### src/rtl/ps2_key_buffer.sv
// PS/2 keyboard receiver with break/extend filtering and a scancode FIFO.
// Oldest make code is shown on pressed_key; clean_key_buffer pops it.
module ps2_key_buffer #(
  parameter int FIFO_DEPTH     = 8,
  parameter int TIMEOUT_CYCLES = 4000,
  parameter bit FILTER_BREAK   = 1'b1
) (
  input  logic       CLK_CPU,
  input  logic       RST_N,
  input  logic       ps2_clk,
  input  logic       ps2_data,
  input  logic       clean_key_buffer,
  output logic [7:0] pressed_key,
  output logic       key_valid,
  output logic       overflow,
  output logic       frame_error
);

  localparam int AW = $clog2(FIFO_DEPTH);
  localparam int CW = AW + 1;
  localparam int WW = $clog2(TIMEOUT_CYCLES + 1);

  typedef enum logic [1:0] {
    IDLE,
    DATA,
    PARITY,
    STOP
  } state_t;

  logic [1:0] clk_sync;
  logic [1:0] dat_sync;
  logic       clk_prev;
  logic       fall;
  logic       bit_in;

  always_ff @(posedge CLK_CPU or negedge RST_N) begin
    if (!RST_N) begin
      clk_sync <= 2'b11;
      dat_sync <= 2'b11;
      clk_prev <= 1'b1;
    end else begin
      clk_sync <= {clk_sync[0], ps2_clk};
      dat_sync <= {dat_sync[0], ps2_data};
      clk_prev <= clk_sync[1];
    end
  end

  assign fall   = clk_prev & ~clk_sync[1];
  assign bit_in = dat_sync[1];

  state_t          state, state_n;
  logic [2:0]      bit_cnt, bit_cnt_n;
  logic [7:0]      shreg, shreg_n;
  logic            parity_ok, parity_ok_n;
  logic [WW-1:0]   wdog, wdog_n;
  logic            rx_valid, rx_valid_n;
  logic            err_n;
  logic            timeout;

  always_ff @(posedge CLK_CPU or negedge RST_N) begin
    if (!RST_N) begin
      state       <= IDLE;
      bit_cnt     <= '0;
      shreg       <= '0;
      parity_ok   <= 1'b0;
      wdog        <= '0;
      rx_valid    <= 1'b0;
      frame_error <= 1'b0;
    end else begin
      state       <= state_n;
      bit_cnt     <= bit_cnt_n;
      shreg       <= shreg_n;
      parity_ok   <= parity_ok_n;
      wdog        <= wdog_n;
      rx_valid    <= rx_valid_n;
      frame_error <= err_n;
    end
  end

  // Watchdog only runs inside a frame; any falling edge restarts it.
  assign timeout = (state != IDLE) && !fall &&
                   (wdog == WW'(TIMEOUT_CYCLES - 1));

  always_comb begin
    state_n     = state;
    bit_cnt_n   = bit_cnt;
    shreg_n     = shreg;
    parity_ok_n = parity_ok;
    rx_valid_n  = 1'b0;
    err_n       = 1'b0;
    if (state == IDLE || fall) begin
      wdog_n = '0;
    end else begin
      wdog_n = wdog + WW'(1);
    end
    unique case (state)
      IDLE: begin
        if (fall && !bit_in) begin
          state_n   = DATA;
          bit_cnt_n = '0;
        end
      end
      DATA: begin
        if (fall) begin
          shreg_n   = {bit_in, shreg[7:1]};
          bit_cnt_n = bit_cnt + 3'd1;
          if (bit_cnt == 3'd7) begin
            state_n = PARITY;
          end
        end
      end
      PARITY: begin
        if (fall) begin
          parity_ok_n = ^{shreg, bit_in};
          state_n     = STOP;
        end
      end
      STOP: begin
        if (fall) begin
          if (bit_in && parity_ok) begin
            rx_valid_n = 1'b1;
          end else begin
            err_n = 1'b1;
          end
          state_n = IDLE;
        end
      end
      default: state_n = IDLE;
    endcase
    if (timeout) begin
      state_n = IDLE;
      err_n   = 1'b1;
      wdog_n  = '0;
    end
  end

  logic brk, brk_n;
  logic ext, ext_n;
  logic push;

  always_ff @(posedge CLK_CPU or negedge RST_N) begin
    if (!RST_N) begin
      brk <= 1'b0;
      ext <= 1'b0;
    end else begin
      brk <= brk_n;
      ext <= ext_n;
    end
  end

  // The byte after an F0 is a release code and is swallowed.
  always_comb begin
    brk_n = brk;
    ext_n = ext;
    push  = 1'b0;
    if (rx_valid) begin
      if (!FILTER_BREAK) begin
        push = 1'b1;
      end else if (shreg == 8'hE0) begin
        ext_n = 1'b1;
      end else if (shreg == 8'hF0) begin
        brk_n = 1'b1;
      end else if (brk) begin
        brk_n = 1'b0;
        ext_n = 1'b0;
      end else begin
        ext_n = 1'b0;
        push  = 1'b1;
      end
    end
  end

  logic [7:0]    mem [FIFO_DEPTH];
  logic [AW-1:0] wr_ptr;
  logic [AW-1:0] rd_ptr;
  logic [CW-1:0] count;
  logic          full;
  logic          pop;
  logic          wr;
  logic          drop;

  assign full = (count == CW'(FIFO_DEPTH));
  assign pop  = clean_key_buffer && (count != '0);
  assign wr   = push && (!full || pop);
  assign drop = push && full && !pop;

  always_ff @(posedge CLK_CPU or negedge RST_N) begin
    if (!RST_N) begin
      for (int i = 0; i < FIFO_DEPTH; i++) begin
        mem[i] <= '0;
      end
      wr_ptr   <= '0;
      rd_ptr   <= '0;
      count    <= '0;
      overflow <= 1'b0;
    end else begin
      if (wr) begin
        mem[wr_ptr] <= shreg;
        wr_ptr      <= wr_ptr + AW'(1);
      end
      if (pop) begin
        rd_ptr <= rd_ptr + AW'(1);
      end
      if (wr && !pop) begin
        count <= count + CW'(1);
      end else if (pop && !wr) begin
        count <= count - CW'(1);
      end
      if (drop) begin
        overflow <= 1'b1;
      end else if (pop) begin
        overflow <= 1'b0;
      end
    end
  end

  assign key_valid   = (count != '0);
  assign pressed_key = key_valid ? mem[rd_ptr] : 8'h00;

endmodule

### config.mk
export PLATFORM = sky130hd
export DESIGN_NAME = ps2_key_buffer
export DESIGN_NICKNAME = d
export VERILOG_FILES = /design/src/rtl/ps2_key_buffer.sv
export SDC_FILE = /design/constraint.sdc
export NUM_CORES = 1
export LEC_CHECK = 0
export CAP_MARGIN = 20
export CORE_MARGIN = 2
export CORE_UTILIZATION = 55
export DETAILED_ROUTE_END_ITERATION = 8
export PLACE_DENSITY = 0.73
export SLEW_MARGIN = 15
export SYNTH_ARGS = -nofsm -noshare
export SYNTH_HDL_FRONTEND = slang
export SYNTH_SLANG_ARGS = --single-unit
### constraint.sdc
create_clock -name CLK_CPU -period 4.5 [get_ports CLK_CPU]
set_clock_uncertainty 0.1 [all_clocks]
set_input_delay 0.9 -clock CLK_CPU [delete_from_list [all_inputs] [get_ports CLK_CPU]]
set_output_delay 0.9 -clock CLK_CPU [all_outputs]
set_load 0.05 [all_outputs]
==> reports/qor.yml <==
post_cts.repair.setup_buffers: 0
drtAntennaViolNets: 0
synth_compound_gate_area_share_pct: 2.392
cellLeakagePower_nw: 2.687
dieWidth_um: 101.5
pre_cts_slack_ps: 1112
syn-cell-area_mm2: 0.005230
timing.final.crit_share_pct: 81.85
mostFrequentLayoutCell: "sky130_fd_sc_hd__dfrtp_1"
post_route_cells_drive_above_1_share_pct: 31.31
pwr_density_cell_mw_per_mm2: 452.6
ctsHtreeMaxLevel: 3
yosys_warnings: 0
floorplan.core_area_mm2: 0.009240
fin_worst_hold_slack_ps: 260.9
totalNegativeSetupSlack_ps: 0
areaGrowthSynthToFinish_pct: 8.349
criticalPathCategory: "flip-flop to output port"
first_global_vias: 3028
largest_family_of_logic_cells_by_synthesized_area: "multiplexers"
most-common-layout-cells: "sky130_fd_sc_hd__dfrtp_1 (104), sky130_fd_sc_hd__mux2_2 (54), sky130_fd_sc_hd__nor2_1 (29)"
simple_gate_fraction_of_synth_area_pct: 9.282
p_int_mw: 1.685
ys_dominant_reg_cell: "sky130_fd_sc_hd__dfrtp_1"
critical_path.startpoint_type: "flip-flop"
detailedRoute.firstIterationViolations: 112
clock_insertion_delay_worst_skew_ps: 370
num_rows: 35
max-vdd-ir-drop_v: 0.0002436
worst_slew_margin_rel_pct: 37.82
postSynth.asyncResetShare_pct: 100.0
drcViolationCount: 0
initial_antenna_violation_count: 0
maxCapViolCount: 0
clk_path_buf_depth: 2
mux_contribution_to_synthesized_area_pct: 25.69
clock_power_share_pct: 23.1
die_area_mm2: 0.01031
area.sequential_mm2: 0.002734
routed_wire_per_std_cell_um: 18.02
setup_viol: 0
syn_nets: 402
path_clk_slew_ps: 100
start_util_pct: 56.60
clock_tree_from_tritoncts: "done"
avgSynthCellArea_um2: 13.66
cts_resized: 0
dpl_wire_length_um: 6249
height_of_the_chip_um: 101.5
crit_path_time_final_ps: 3683
report.power.total_mw: 2.564
grt_pass1_wl_um: 15970
n_fill_cell: 707
synth_xor_xnor_area_share_pct: 4.354
root_buffer: "sky130_fd_sc_hd__clkbuf_8"
setup.worst_path.end_class: "output port"
post_synth_num_cell_types: 48
arrival_ps: 2680
globalRoute.totalOverflow: 0
synthAdderAreaFrac_pct: 3.493
vias: 2952
p_comb_share_pct: 25.3
worst_pin_slew_ps: 929.3
maxClockFrequency_mhz: 271.5
wl_um: 9459
total_non_filler_cell_area_in_the_finished_layout_mm2: 0.005667
cts_made_buffers: 9
globalplace.congestion: 0.7876
grt_start_max_net_pins: 44
seq_area_frac_synth_pct: 52.27
timing_hold_violations_final: 0
gr-usage-all-layers_pct: 20.68
layout.nets: 410
antenna-diode-count: 0
total_switching_power_uw: 879.3
io_buffers: 15
dpl-instance-area_mm2: 0.005464
worst-path-max-fanout: 18
dr.pass1.iters: 4
top_level_ports: 16
outcome: "finished, final reports clean"
synthesis.instances: 383
number_of_flops_mapped_to_enable_cells_by_yosys: 0
multi_input_area_mm2: 0.002365
rsz_0062_raised_after_global_routing: "no"
quantity_of_hold_fixing_buffers_added_after_cts: 0
switching_share_pct: 34.29
seq_power_share_pct: 51.6
setup_slack_ps: 816.7
clkSinkCount: 109
synth.ff_latch_count: 109
vias_per_cell: 5.623
hold_path_class: "flip-flop to flip-flop"
cp.required_ps: 3500
slew_viol_final: 0
[final timing paths]
check | startpoint | to | slack, ps | cells after the start
min | dat_sync[0] | dat_sync[1] | 260 | 0
max reg2reg | shreg[1] | count[3] | 1590 | 12
max | rd_ptr[1] | pressed_key[6] | 820 | 4
min in group asynchronous | RST_N | wdog[2] | 400 | 1
max in group asynchronous | RST_N | mem[8] | 3010 | 2
min reg2reg | dat_sync[0] | dat_sync[1] | 260 | 0
[critical path: stages (launching register included)]
cell                              delay, ps
sky130_fd_sc_hd__dfrtp_1                890
sky130_fd_sc_hd__mux4_2                 340
sky130_fd_sc_hd__mux2i_1                 70
sky130_fd_sc_hd__nor2_1                 170
sky130_fd_sc_hd__clkdlybuf4s50_1        830
[cells in the mapped netlist, types with 2 or more instances]
library cell | number | area (um^2)
sky130_fd_sc_hd__mux2_2 | 54 | 608.1
sky130_fd_sc_hd__nand2_1 | 21 | 78.83
sky130_fd_sc_hd__and4b_1 | 2 | 20.02
sky130_fd_sc_hd__nand3_1 | 6 | 30.03
sky130_fd_sc_hd__mux2i_1 | 9 | 90.09
sky130_fd_sc_hd__a22o_1 | 2 | 17.52
sky130_fd_sc_hd__nand4_1 | 2 | 12.51
sky130_fd_sc_hd__xnor2_1 | 17 | 148.9
sky130_fd_sc_hd__ha_1 | 13 | 162.7
sky130_fd_sc_hd__and4_1 | 3 | 26.28
sky130_fd_sc_hd__and2_1 | 3 | 18.77
sky130_fd_sc_hd__mux2_1 | 4 | 45.04
sky130_fd_sc_hd__nor2_1 | 29 | 108.9
sky130_fd_sc_hd__dfrtp_1 | 104 | 2603
sky130_fd_sc_hd__buf_2 | 3 | 15.01
sky130_fd_sc_hd__nor4_2 | 2 | 25.02
sky130_fd_sc_hd__nand3b_1 | 2 | 15.01
sky130_fd_sc_hd__buf_1 | 2 | 7.510
sky130_fd_sc_hd__mux2_4 | 16 | 240.2
sky130_fd_sc_hd__nor3_1 | 3 | 15.01
sky130_fd_sc_hd__xor2_1 | 9 | 78.83
sky130_fd_sc_hd__mux4_2 | 16 | 360.4
sky130_fd_sc_hd__a21oi_1 | 5 | 25.02
sky130_fd_sc_hd__dfstp_2 | 5 | 131.4
sky130_fd_sc_hd__a21o_1 | 2 | 15.01
sky130_fd_sc_hd__clkbuf_1 | 14 | 52.55
sky130_fd_sc_hd__buf_6 | 2 | 22.52
sky130_fd_sc_hd__nand3b_2 | 2 | 22.52
sky130_fd_sc_hd__o21ai_0 | 7 | 35.03
sky130_fd_sc_hd__inv_1 | 6 | 22.52
[power by group through the flow]
stage                     Combinational [mW]  Sequential [mW]  Clock (mW)
after detailed placement               0.661             1.34           0
after global placement                 0.634             1.33           0
after global routing                   0.722             1.35       0.652
after CTS                              0.662             1.32       0.611
final                                  0.649             1.32       0.592
after floorplan                        0.622             1.19           0
[cells by family (layout without fill, tap and decap cells)]
group,count (synthesis),in the layout
AO/OA/AOI/OAI,20,20
XOR/XNOR,26,26
adder cells (fa/ha/maj),14,14
buffers and inverters,29,42
flip-flops,109,109
multiplexers,99,99
AND/OR/NAND/NOR,86,86
[stage by stage]
stage | utilization [%] | instances
floorplan | - | 383
global placement | 59.13 | 509
detailed placement | 59.13 | 509
CTS | 61.33 | 525
global route | 61.33 | 525
finish | 61.33 | 525
[sequential cells by signal (all words and copies together), names as in the netlist, 2 cells and up]
register	count
bit_cnt	3
clk_sync	2
count	4
dat_sync	2
mem	64
rd_ptr	3
shreg	8
state	2
wdog	12
wr_ptr	3
[final cells by class]
| class | instances | area share, % |
|---|---|---|
| repair buffers | 19 | 3.135 |
| multi-input cells | 245 | 41.73 |
| flip-flops and latches | 109 | 48.24 |
| well taps | 129 | 2.848 |
| clock inverters | 4 | 0.6624 |
| clock buffers | 12 | 2.915 |
| inverters | 7 | 0.4637 |
[layer usage]
| layer | vias up | GRT usage, % | wire length (um) |
|---|---|---|---|
| met1 | 1532 | 29.86 | 4546 |
| met5 | - | 0 | 0 |
| met3 | 4 | 5.659 | 308 |
| met2 | 45 | 31.58 | 4537 |
| li1 | 1371 | - | - |
| met4 | 0 | 4.782 | 67 |
No activity file was read; power rests on OpenSTA's default activity.
